### src/rtl/pipe_skid_stage.sv
// pipe_skid_stage: elastic valid/ready pipeline register with a one-entry skid buffer
// Ports:
//   CLK       clock, all state updates on rising edge
//   Reset     synchronous active-low reset
//   InValid   upstream word present on InData
//   InReady   stage can accept a word (registered, independent of OutReady/InValid)
//   InData    upstream data word
//   OutValid  OutData holds a valid word
//   OutReady  downstream accepts OutData
//   OutData   downstream data word (main register)
//   Flush     (only with PIPE_SKID_FLUSH_EN) synchronous active-high flush to EMPTY
module pipe_skid_stage #(
  parameter int Width = 32
) (
  input  logic             CLK,
  input  logic             Reset,
`ifdef PIPE_SKID_FLUSH_EN
  input  logic             Flush,
`endif
  input  logic             InValid,
  output logic             InReady,
  input  logic [Width-1:0] InData,
  output logic             OutValid,
  input  logic             OutReady,
  output logic [Width-1:0] OutData
);
  localparam logic [1:0] EMPTY = 2'd0;
  localparam logic [1:0] BUSY  = 2'd1;
  localparam logic [1:0] FULL  = 2'd2;
  logic [1:0]       state_q, state_d;
  logic [Width-1:0] main_q, main_d;
  logic [Width-1:0] skid_q, skid_d;
  logic             flush;
  logic             in_xfer;
  logic             out_xfer;
`ifdef PIPE_SKID_FLUSH_EN
  assign flush = Flush;
`else
  assign flush = 1'b0;
`endif
  assign InReady  = Reset && (state_q != FULL);
  assign OutValid = state_q != EMPTY;
  assign OutData  = main_q;
  assign in_xfer  = InValid && InReady;
  assign out_xfer = OutValid && OutReady;
  always_comb begin
    state_d = state_q;
    main_d  = main_q;
    skid_d  = skid_q;
    case (state_q)
      EMPTY: begin
        main_d  = in_xfer ? InData : main_q;
        state_d = in_xfer ? BUSY : EMPTY;
      end
      BUSY: begin
        main_d  = (in_xfer && out_xfer) ? InData : main_q;
        skid_d  = (in_xfer && !out_xfer) ? InData : skid_q;
        state_d = (in_xfer && !out_xfer) ? FULL : (!in_xfer && out_xfer) ? EMPTY : BUSY;
      end
      FULL: begin
        main_d  = out_xfer ? skid_q : main_q;
        state_d = out_xfer ? BUSY : FULL;
      end
      default: state_d = EMPTY;
    endcase
    if (flush) begin
      state_d = EMPTY;
      main_d  = main_q;
      skid_d  = skid_q;
    end
  end
  always_ff @(posedge CLK) begin
    if (!Reset) begin
      state_q <= EMPTY;
      main_q  <= '0;
      skid_q  <= '0;
    end else begin
      state_q <= state_d;
      main_q  <= main_d;
      skid_q  <= skid_d;
    end
  end
endmodule

### config.mk
export PLATFORM = sky130hd
export DESIGN_NAME = pipe_skid_stage
export DESIGN_NICKNAME = d
export VERILOG_FILES = /design/src/rtl/pipe_skid_stage.sv
export SDC_FILE = /design/constraint.sdc
export NUM_CORES = 1
export LEC_CHECK = 0
export BUFFER_PORTS_ARGS = -buffer_cell sky130_fd_sc_hd__buf_2
export CAP_MARGIN = 15
export CORE_MARGIN = 3
export CORE_UTILIZATION = 53
export DETAILED_ROUTE_END_ITERATION = 16
export GPL_TIMING_DRIVEN = 0
export PLACE_DENSITY = 0.9
export SKIP_CTS_REPAIR_TIMING = 1
export SYNTH_ARGS = -nofsm -noshare
export SYNTH_HDL_FRONTEND = slang
export SYNTH_SLANG_ARGS = --single-unit
### constraint.sdc
create_clock -name CLK -period 2.9 [get_ports CLK]
set_input_delay 0.145 -clock CLK [delete_from_list [all_inputs] [get_ports CLK]]
set_output_delay 0.145 -clock CLK [all_outputs]
set_load 0.1 [all_outputs]
==> results of run 1 <==
==> tightest hold or removal path: stages <==
cell and delay [ns]:
sky130_fd_sc_hd__buf_2 0.11, sky130_fd_sc_hd__nand2_1 0.05, sky130_fd_sc_hd__a21oi_1 0.05
==> logic make-up after synthesis <==
logic type | count (synthesis)
and+or+nand+nor | 110
AOI/OAI and AO/OA | 67
DFF | 66
buffers and inverters | 37
muxes | 32
adders and majority gates | 2
==> layer usage <==
layer / wire, um / vias up / global-route usage
met5: 0 / - / 0
met4: 275 / 0 / 0.1622
met3: 395 / 30 / 0.05530
met2: 3542 / 94 / 0.3858
met1: 3137 / 1249 / 0.2900
li1: - / 1293 / -
==> worst max-delay path by stage <==
| stage | from | end | slack (ns) |
|---|---|---|---|
| after global routing | state_q[0] | OutData[6] | 0.03 |
| after global placement | state_q[1] | OutData[7] | 0.04 |
| after CTS | state_q[0] | OutData[9] | -0.09 |
| final | state_q[0] | OutData[2] | 0.27 |
| after detailed placement | state_q[0] | OutData[9] | -0.07 |
| after floorplan | state_q[0] | OutData[10] | 0.30 |
==> power breakdown <==
group          internal (uW)  leakage (uW)  total [uW]  switching [uW]
Sequential               960      0.000539         989            29.6
Combinational            141      0.000961         602             461
Clock                    571      0.000123         935             364
Total                   1670       0.00162        2530             855
==> area by class of cell <==
cell class	count	area [um2]	area share
buffer	34	163.9	0.04582
clock buffer	9	123.9	0.03463
clock inverter	7	117.6	0.03288
inverter	2	7.507	0.002099
multi-input combinational	211	1409	0.3938
sequential	66	1323	0.3697
tap	70	87.58	0.02448
timing repair buffer	69	345.3	0.09654
==> per-stage QoR <==
| stage | total power, uW | instances | TNS [ns] | worst slack, ns | hold WS [ns] |
|---|---|---|---|---|---|
| 6_report | 2526 | 468 | 0 | 0.2705 | 0.04459 |
| 5_1_grt | 2606 | 468 | 0 | 0.02970 | 0.04679 |
| 4_1_cts | 2533 | 469 | -1.493 | -0.08899 | 0.03308 |
| 3_5_place_dp | 1607 | 453 | -0.3427 | -0.06927 | 0.4042 |
| 3_3_place_gp | 1592 | 453 | 0 | 0.03607 | 0.3964 |
| 2_1_floorplan | 1490 | 314 | 0 | 0.2986 | 0.2810 |
==> layout by cell type (no fill, tap or decap), drive strengths merged, types with 2 or more instances in the layout <==
master  count
dfxtp      66
mux2i      32
a211oi     34
and3b       3
clkinv      4
bufinv      3
nor4       32
buf        79
ha          2
inv         2
nand2      65
clkbuf     33
a21oi      32
==> state kept, by name, indices dropped and copies added, names as in the netlist <==
register  count
state_q       2
skid_q       32
OutData      32
==> metrics list, run 1 <==
- Mapped Cells: 314
- Maximum number of pins on one net before global-route repair: 13
- At the end of the flow, the number of nets in the layout was 431.
- Area share of and/or/nand/nor cells after synthesis: 0.1860
- Max stage delay cell, worst path: sky130_fd_sc_hd__or3_1
* Most frequent cell after synthesis: sky130_fd_sc_hd__dfxtp_1
- Measured against its own limit, the worst slew margin works out to 0.5236.
- Top cells by area in the synthesized netlist: sky130_fd_sc_hd__dfxtp_1 (45%), sky130_fd_sc_hd__mux2i_1 (11%), sky130_fd_sc_hd__a211oi_2 (8.6%), sky130_fd_sc_hd__nand2_1 (8.4%), sky130_fd_sc_hd__nor4_1 (6.9%)
- Number of antenna violations at the first check in global routing: 0
* Cell at the root of the clock tree: sky130_fd_sc_hd__clkbuf_8
- The H-tree generated during clock tree synthesis spans 3 levels.
- In the final layout, the share of cells above drive strength 1 is 0.2915.
- Sum of net half-perimeters after detailed placement: 5125 um
* Crit start category: flip-flop
* Antenna-violating nets left: 0
- Number of standard-cell rows in the floorplan: 26
- The analysis attributes to cell leakage a power of 0.001623 uW.
- Of all cell types, the one taking the most synthesized area is sky130_fd_sc_hd__dfxtp_1.
- Via count of the first global-routing pass: 2620
- Area of placed instances: 0.003338 mm2
- Wires add up to 7351 um.
- Worst-path clk slew: 0.07 ns
* Xor/xnor share of the synthesized area: 0
* Most instantiated flip-flop cell in the synthesis netlist: sky130_fd_sc_hd__dfxtp_1
- The max-slew violation total from the final report came to 0.
* End-of-flow core utilization: 0.6873
- Number of fill cells: 423
- Number of buffer cells added on primary ports: 69
* Critical path's top delay family: simple AND/OR/NAND/NOR gates
- Max Cap Viol: 0
- For this design the ratio of total power to cell area is 706.0 mW/mm2.
- VDD sags by at most 0.0003917 V.
* Async set-or-reset flop fraction in the synthesized netlist: 0
- The min-delay analysis places its worst path in the category primary input to flip-flop.
* Cell breakdown of the critical path: buf_2 -> or2b_1 -> buf_2 -> and3_1 -> ha_1 -> and3b_1 -> buf_1 -> or3_1 -> buf_6 -> buf_6 -> a211oi_1
- Post-detailed-route DRC marker count: 0
- Area fraction in compound gates after synthesis: 0.1800
- Layout Skew: 0.006234 ns
* Overall routing resource usage: 0.2427
- Setup repair after global routing left no endpoint under its margin.
- The startpoint identified for the worst register-to-register timing path is state_q[0].
- Yosys mapped a number of flops with a built-in enable equal to 0.
* Hold Fails Final Rpt: 0
- Diodes inserted: 0
- Synthesis produced a netlist with a net count of 352.
- Floorplan die height: 80.04 um
* Vias/cell: 5.697
- Mux contribution to synthesized area: 0.1102
- After synthesis, the largest family of logic cells by area is simple AND/OR/NAND/NOR gates.
- Total of flip-flops plus latches after synthesis: 66
- Share of synthesized cell area in full adder, half adder and majority cells: 0.008613
- First-pass GRT wire length: 11870 um
- Transition time at the pin with the least slew margin: 0.7146 ns
- Maximum achievable frequency: 380.3 MHz
* Post-route minimum period: 2.630 ns
- First-iteration detailed-routing DRC count: 136
- Data on the critical path arrives at its endpoint at 2.88 ns.
- The number of different library cells used by synthesis comes to 26.
- Total number of yosys warnings: 0
* Floorplan core area: 0.005205 mm2
* R2R cell count: 11
- The worst hold path terminates at skid_q[4].
* TritonCTS clock tree: yes
* Cell depth of the worst min-delay path: 3
- In the final routed layout, each cell accounts on average for 15.71 um.
* Worst path depth: 11
- Layout overhead on the synthesized area: 23.13%
* Capture instance of the worst register-to-register path: OutData[2]
- Maximum fanout count along the critical path: 17
- The run finished with clean final reports.
- Setup violations remaining at the end of the flow were counted as 0.
* Final Cycle Share: 0.9067
- Clock tree synthesis found a total of 66 sinks.
- Minimum setup slack among reg-to-reg paths: 0.27 ns
- Horizontal die dimension: 80.04 um
- The initial utilization of the core area, before any placement, comes to 0.5582.
* Sort of element at the end of the critical path: flip-flop
- The critical path is of the flip-flop to flip-flop type.
- Final weighted congestion in routability-driven placement: 0.8061
- Peak per-stage delay on the critical path: 0.37 ns
- In this run the count of I/O pins placed on the die edge is 70.
- CP Buf/Inv Count: 5
- Post-route design area: 0.003577 mm2
- The longest clock path from root to sink contains 2 buffers.
* Via total after detailed routing: 2666
- Of the synthesized area, sequential elements account for 0.4548.
- Req. time, crit path: 3.15 ns
- The die covers 0.006406 mm2.
- The startpoint identified for the worst hold timing path is InData[4].
- In this run the mean area of a mapped cell was 9.253 um2.
* Cell types with the highest counts after synthesis: sky130_fd_sc_hd__dfxtp_1 (66), sky130_fd_sc_hd__nand2_1 (65), sky130_fd_sc_hd__a21oi_1 (32), sky130_fd_sc_hd__mux2i_1 (32), sky130_fd_sc_hd__nor4_1 (32)
- The later pin in the worst-skew pair is clocked with a latency of 0.34 ns.
* Post-synthesis cell area: 0.002905 mm2
- Clock tree synthesis inserted a total of 9 buffers.
- Aggregate global routing overflow: 0
- The share of synthesized area in the top cell type comes to 0.4548.
- Before antenna repair, the detailed router went through 4 iterations.
No activity file was read; power rests on OpenSTA's default activity.
==> inputs of run 2 (changes only) <==
--- a/config.mk
+++ b/config.mk
@@ -7,11 +7,13 @@
 export LEC_CHECK = 0
 export BUFFER_PORTS_ARGS = -buffer_cell sky130_fd_sc_hd__buf_2
 export CAP_MARGIN = 15
+export CELL_PAD_IN_SITES_DETAIL_PLACEMENT = 1
+export CELL_PAD_IN_SITES_GLOBAL_PLACEMENT = 1
 export CORE_MARGIN = 3
-export CORE_UTILIZATION = 53
+export CORE_UTILIZATION = 35
 export DETAILED_ROUTE_END_ITERATION = 16
 export GPL_TIMING_DRIVEN = 0
-export PLACE_DENSITY = 0.9
+export PLACE_DENSITY = 0.82
 export SKIP_CTS_REPAIR_TIMING = 1
 export SYNTH_ARGS = -nofsm -noshare
 export SYNTH_HDL_FRONTEND = slang
==> run 2 against run 1 <==
Effect of this change:
- fmax is 2.9% lower
- clock skew is 0.0042 ns higher
- count of clock-buffer cells in the layout is 2 higher
- sequential cell count stayed put
- power is 3.4% lower
- setup slack worse by 0.080 ns
- die area is 47% higher
- final area is 0.28% higher
- critical path depth stayed put
- via count is 2.2% lower
- clock power is 9.5% lower
==> metrics list, run 2 (synthesis gave the netlist of run 1 again) <==
- End-of-flow core utilization: 0.4548
- The die covers 0.009430 mm2.
- Htree depth: 3
- Overall routing resource usage: 0.1814
- Detailed Routing Iterations Pass 1: 4
- Post-layout net count: 431
- For the worst-skew pair, the clock arrives at the later sink with an insertion delay of 0.35 ns.
* Met3 track demand over resource: 0.04953
* Worst-path clk slew: 0.07 ns
- Sequential cell fraction of total power: 0.405
- Once placement completed, the tool counted placed cells totaling 485.
- For met2 alone, demand over resource in global routing was 0.3163.
- Number of fill cells: 935
* Peak per-stage delay on the critical path: 0.39 ns
- Count of clock tree sinks: 66
- Bufs on Longest Clock Path: 2
* Hold Fails Final Rpt: 0
- Leaving out fill and tap cells, the most frequent cell in the layout is sky130_fd_sc_hd__buf_2.
- The number of antenna violations at the first check in global routing came to 0.
- Once layout is complete, the cells apart from fillers number 500.
- The first global-routing pass estimated 13750 um of wire.
- For the pin with the worst max-slew slack, the measured transition is 0.7588 ns.
- Clock Power Share: 0.347
- Crit start category: flip-flop
- Cell breakdown of the critical path: buf_2 -> or2b_1 -> buf_2 -> and3_1 -> ha_1 -> and3b_1 -> buf_1 -> or3_1 -> buf_6 -> buf_6 -> a211oi_1
* Max Cap Viol: 0
- From left edge to right edge, the die measures 97.11 um.
- Final setup fails: 0
- Hold timing on the final database bottoms out at a slack of 0.03521 ns.
- In this run the most used layer during global routing was met2.
- Wire per inst: 16.68 um
- Total wirelength of the detailed-routed design: 8342 um
- Via count of the first global-routing pass: 2788
- Cell at the root of the clock tree: sky130_fd_sc_hd__clkbuf_8
- Initial Utilization: 0.3683
- Max stage delay cell, worst path: sky130_fd_sc_hd__or3_1
- Number of top-level design ports: 70
* Sw Pwr: 855.3 uW
* Layout overhead on the synthesized area: 23.47%
* TritonCTS clock tree: yes
* Floorplan die height: 97.11 um
- Worst Path Class, Setup: flip-flop to flip-flop
* Sum of net half-perimeters after detailed placement: 5869 um
- Of all nets on the critical path, the largest fanout is 17.
- In the routed layout, each cell is associated on average with a via count of 5.216.
- In the final layout, the share of cells above drive strength 1 is 0.2889.
* Layout Skew: 0.01043 ns
- STA puts the critical path data required time at 3.16 ns.
- Pwr per Cell Area: 680.0 mW/mm2
- Post-detailed-route DRC marker count: 0
- Critical path's top delay family: simple AND/OR/NAND/NOR gates
* Maximum achievable frequency: 369.1 MHz
- The design draws 2439 uW.
- Of the total power, the share spent switching nets is 0.3507.
- Aggregate global routing overflow: 0
- In the layout the commonest cells are sky130_fd_sc_hd__buf_2 (73), sky130_fd_sc_hd__dfxtp_1 (65), sky130_fd_sc_hd__nand2_1 (65).
* Combined flip-flop and latch cell area: 0.001323 mm2
- For this run, global-route usage on met1 was measured as 0.2155.
* Floorplan core area: 0.007888 mm2
- Diodes inserted: 0
* Worst rel slew slack: 0.4942
* Num CTS Buffers: 9
- Maximum number of pins on one net before global-route repair: 12
* CP Buf/Inv Count: 5
- Across the VDD grid, the largest voltage drop is 0.0003063 V.
* Type of the worst min-delay path: primary input to flip-flop
* Antenna-violating nets left: 0
- Slew Limit Fails: 0
* Leakage power: 0.001611 uW
- Sort of element at the end of the critical path: flip-flop
- Final Cycle Share: 0.9343
* Number of buffer cells added on primary ports: 69
* Footprint of the multi-input gates: 0.001409 mm2
- The share of total power dissipated in combinational logic is 0.248.
- RSZ-0062 raised after global routing: true
* Outcome: finished clean
* First-iteration detailed-routing DRC count: 68
* Via total after detailed routing: 2608
- Number of standard-cell rows in the floorplan: 32
* Worst EP arrival: 2.97 ns
- The worst path in the final design needs a cycle of 2.709 ns, including I/O delays and setup.
- The internal power of the cells totals 1584 uW.
- Final weighted congestion in routability-driven placement: 0.7484
run 2: path summary, 6_finish.rpt:
path	from	end	slack (ns)	depth (start not counted)
hold / removal	InData[7]	skid_q[7]	0.04	3
hold reg to reg	skid_q[10]	skid_q[10]	0.46	2
setup reg to reg	state_q[0]	OutData[9]	0.19	11
setup / recovery	state_q[0]	OutData[9]	0.19	11
run 2: area by class of cell:
type                    instances  share of cell area
well taps                     102             0.03558
plain buffers                  34             0.04604
repair buffers                 69             0.09627
inverters                       2            0.002093
clock inverters                 5             0.02197
multi-input cells             211              0.3927
clock buffers                  11             0.03662
flip-flops and latches         66              0.3687
run 2: power by group through the flow:
stage / registers [uW] / logic [uW] / clock network [uW]
2_1_floorplan: 1290 / 205 / 0
3_3_place_gp: 1010 / 595 / 0
3_5_place_dp: 1010 / 606 / 0
4_1_cts: 989 / 609 / 859
5_1_grt: 996 / 638 / 897
6_report: 989 / 604 / 846
run 2: metal layers:
| metal | wire length, um | share of wire |
|---|---|---|
| met4 | 119 | 0.014 |
| met3 | 320 | 0.038 |
| met1 | 3731 | 0.45 |
| met5 | 0 | 0 |
| met2 | 4171 | 0.50 |
run 2: worst register-to-register path, delay by kind of cell (launching register included):
kind	cells	cell delay, ns
flops	1	0.30
fa+ha+maj	1	0.17
compound gates	1	0.22
buf+inv	5	0.89
simple gates	4	1.06
run 2: per-stage QoR:
step	setup WS, ns	cell area (um2)	setup TNS [ns]
detailed placement	-0.2245	3378	-9.040
finish	0.1906	3587	0
floorplan	0.2986	2905	0
CTS	-0.2367	3588	-10.11
global placement	-0.04525	3378	-1.064
global route	-0.0006115	3587	-0.0009239
==> inputs of run 3 (changes only) <==
--- a/config.mk
+++ b/config.mk
@@ -13,7 +13,7 @@
 export CORE_UTILIZATION = 35
 export DETAILED_ROUTE_END_ITERATION = 16
 export GPL_TIMING_DRIVEN = 0
-export PLACE_DENSITY = 0.82
+export PLACE_DENSITY = 0.85
 export SKIP_CTS_REPAIR_TIMING = 1
 export SYNTH_ARGS = -nofsm -noshare
 export SYNTH_HDL_FRONTEND = slang
==> constraint.sdc (replaced) <==
create_clock -name CLK -period 2.37 [get_ports CLK]
set_input_delay 0.1185 -clock CLK [delete_from_list [all_inputs] [get_ports CLK]]
set_output_delay 0.1185 -clock CLK [all_outputs]
set_load 0.1 [all_outputs]
==> run 3 against run 2 <==
Effect of this change:
- count of clock-buffer cells in the layout rose by 1
- routed wire length increased by 4.3%
- global-route usage grew 0.36 points
- final cell count grew 1.0%
- sequential power is 22% higher
- critical endpoint is now OutData[4]
- largest power group unchanged
- highest routed layer unchanged
==> metrics list, run 3 (synthesis gave the netlist of run 1 again) <==
- Layout overhead on the synthesized area: 30.23%
- The largest single stage delay on the critical path is 0.44 ns.
* Bufs on Longest Clock Path: 2
- The later pin in the worst-skew pair is clocked with a latency of 0.35 ns.
- VDD sags by at most 0.0003731 V.
- The routed layout has 2680 vias.
- The worst path meets setup with 0.06393 ns of slack.
* Maximum fanout count along the critical path: 10
- Slew Limit Fails: 0
- On the final layout, the worst hold slack is 0.01987 ns.
- Dividing the final minimum period by the clock period gives 0.9730.
* Post-layout net count: 436
* Worst Path Class, Setup: flip-flop to flip-flop
- Crit start category: flip-flop
* Commonest cells after routing, fill and taps aside: sky130_fd_sc_hd__buf_2 (71), sky130_fd_sc_hd__nand2_1 (65), sky130_fd_sc_hd__dfxtp_1 (64)
- The first detailed-routing pass took 6 iterations.
* Layout Skew: 0.01491 ns
* Count of clock tree sinks: 66
* Diodes inserted: 0
* Htree depth: 3
- At the end of routability-driven placement, the weighted congestion stood at 0.7653.
* Number of top-level design ports: 70
- In this run the remaining antenna-violating nets after routing total 0.
- Share of cells above drive strength 1: 0.3499
- After filler insertion, the fill cell instance count of the layout stands at 938.
- Via count of the first global-routing pass: 2842
- Outcome: finished clean
- Vias/cell: 5.307
* Most frequent standard cell in the layout excluding fill and tap cells: sky130_fd_sc_hd__buf_2
- Wires add up to 8702 um.
* Type of the worst min-delay path: primary input to flip-flop
- Worst-path clk slew: 0.08 ns
* Horizontal die dimension: 97.11 um
- Worst EP arrival: 2.50 ns
- Once detailed placement completed, the half-perimeter wirelength came to 5896 um.
* Critical path's top delay family: simple AND/OR/NAND/NOR gates
* Maximum achievable frequency: 433.6 MHz
- Req. time, crit path: 2.57 ns
* Pwr per Cell Area: 817.6 mW/mm2
- The tool flagged a number of max-cap violations equal to 0.
- Post-detailed-route DRC marker count: 0
* Worst slack at placement: -0.2190 ns
- The total overflow left after global routing is 0.
* Die area: 0.009430 mm2
- First-pass GRT wire length: 14290 um
- On the critical path, the stage with the largest delay is an instance of sky130_fd_sc_hd__nor4_1.
- Leakage power: 0.001676 uW
* Initial Utilization: 0.3683
- The tree is rooted in a sky130_fd_sc_hd__clkbuf_8.
- Post-route minimum period: 2.306 ns
* Floorplan die height: 97.11 um
* CP Buf/Inv Count: 2
- Buffers inserted during clock tree synthesis total 9.
* Final setup fails: 0
- The floorplan step defined a core boundary enclosing 0.007888 mm2.
- In this run the tightest slew margin relative to its limit is 0.4762.
* Transition time at the pin with the least slew margin: 0.7857 ns
- The detailed router finished its first iteration with 85 violations.
- The floorplan has 32 rows.
- Across every metal layer, demand over resource in global routing totals 0.1851.
- TritonCTS clock tree: yes
* Number of antenna violations at the first check in global routing: 0
- Sort of element at the end of the critical path: flip-flop
* Maximum number of pins on one net before global-route repair: 12
- Buffers placed on the I/O ports in this run total 69.
* Wire per inst: 17.23 um
- Cell breakdown of the critical path: or2b_1 -> buf_8 -> and3_4 -> ha_1 -> and3b_2 -> clkbuf_1 -> nor4_1 -> a211oi_2
- The final count of hold timing violations is 0.
## run 3: per-layer routing
metal	part of all wire	global-route usage
met1	0.46	0.2376
met2	0.48	0.3004
met3	0.043	0.04164
met4	0.0094	0.07451
met5	0	0
## run 3: final cells by class
cell class	instances	area (um2)	area share
flip-flops and latches	66	1326	0.3505
clock buffers	12	155.1	0.04101
multi-input cells	211	1498	0.3958
inverters	2	7.507	0.001984
well taps	102	127.6	0.03373
repair buffers	77	422.9	0.1118
plain buffers	31	172.7	0.04564
clock inverters	4	73.82	0.01951
## run 3: tightest hold or removal path, stage by stage
cell                      delay (ns)
sky130_fd_sc_hd__buf_2          0.11
sky130_fd_sc_hd__nand2_1        0.05
sky130_fd_sc_hd__a21oi_1        0.05
## run 3: power breakdown
part | leakage, uW | internal (uW) | switching [uW]
registers | 0.000540 | 1170 | 39.5
logic | 0.00102 | 197 | 582
clock network | 0.000117 | 651 | 451
total | 0.00168 | 2020 | 1070
## run 3: path summary, 6_finish.rpt
kind / start / end / slack, ns / cells past startpoint
setup / recovery: state_q[1] / OutData[4] / 0.06 / 8
hold / removal: InData[15] / skid_q[15] / 0.02 / 3
setup reg to reg: state_q[1] / OutData[4] / 0.06 / 8
hold reg to reg: skid_q[6] / skid_q[6] / 0.46 / 2
## run 3: metrics by stage
| step | power, uW | setup TNS [ns] | std cells | util | area (um2) |
|---|---|---|---|---|---|
| finish | 3094 | 0 | 505 | 0.4797 | 3784 |
| global placement | 1985 | -4.129 | 485 | 0.4404 | 3473 |
| CTS | 3100 | -6.602 | 501 | 0.4694 | 3702 |
| floorplan | 1849 | -0.7405 | 314 | - | 3000 |
| global route | 3223 | -0.2840 | 505 | 0.4797 | 3784 |
| detailed placement | 2003 | -5.815 | 485 | 0.4404 | 3473 |
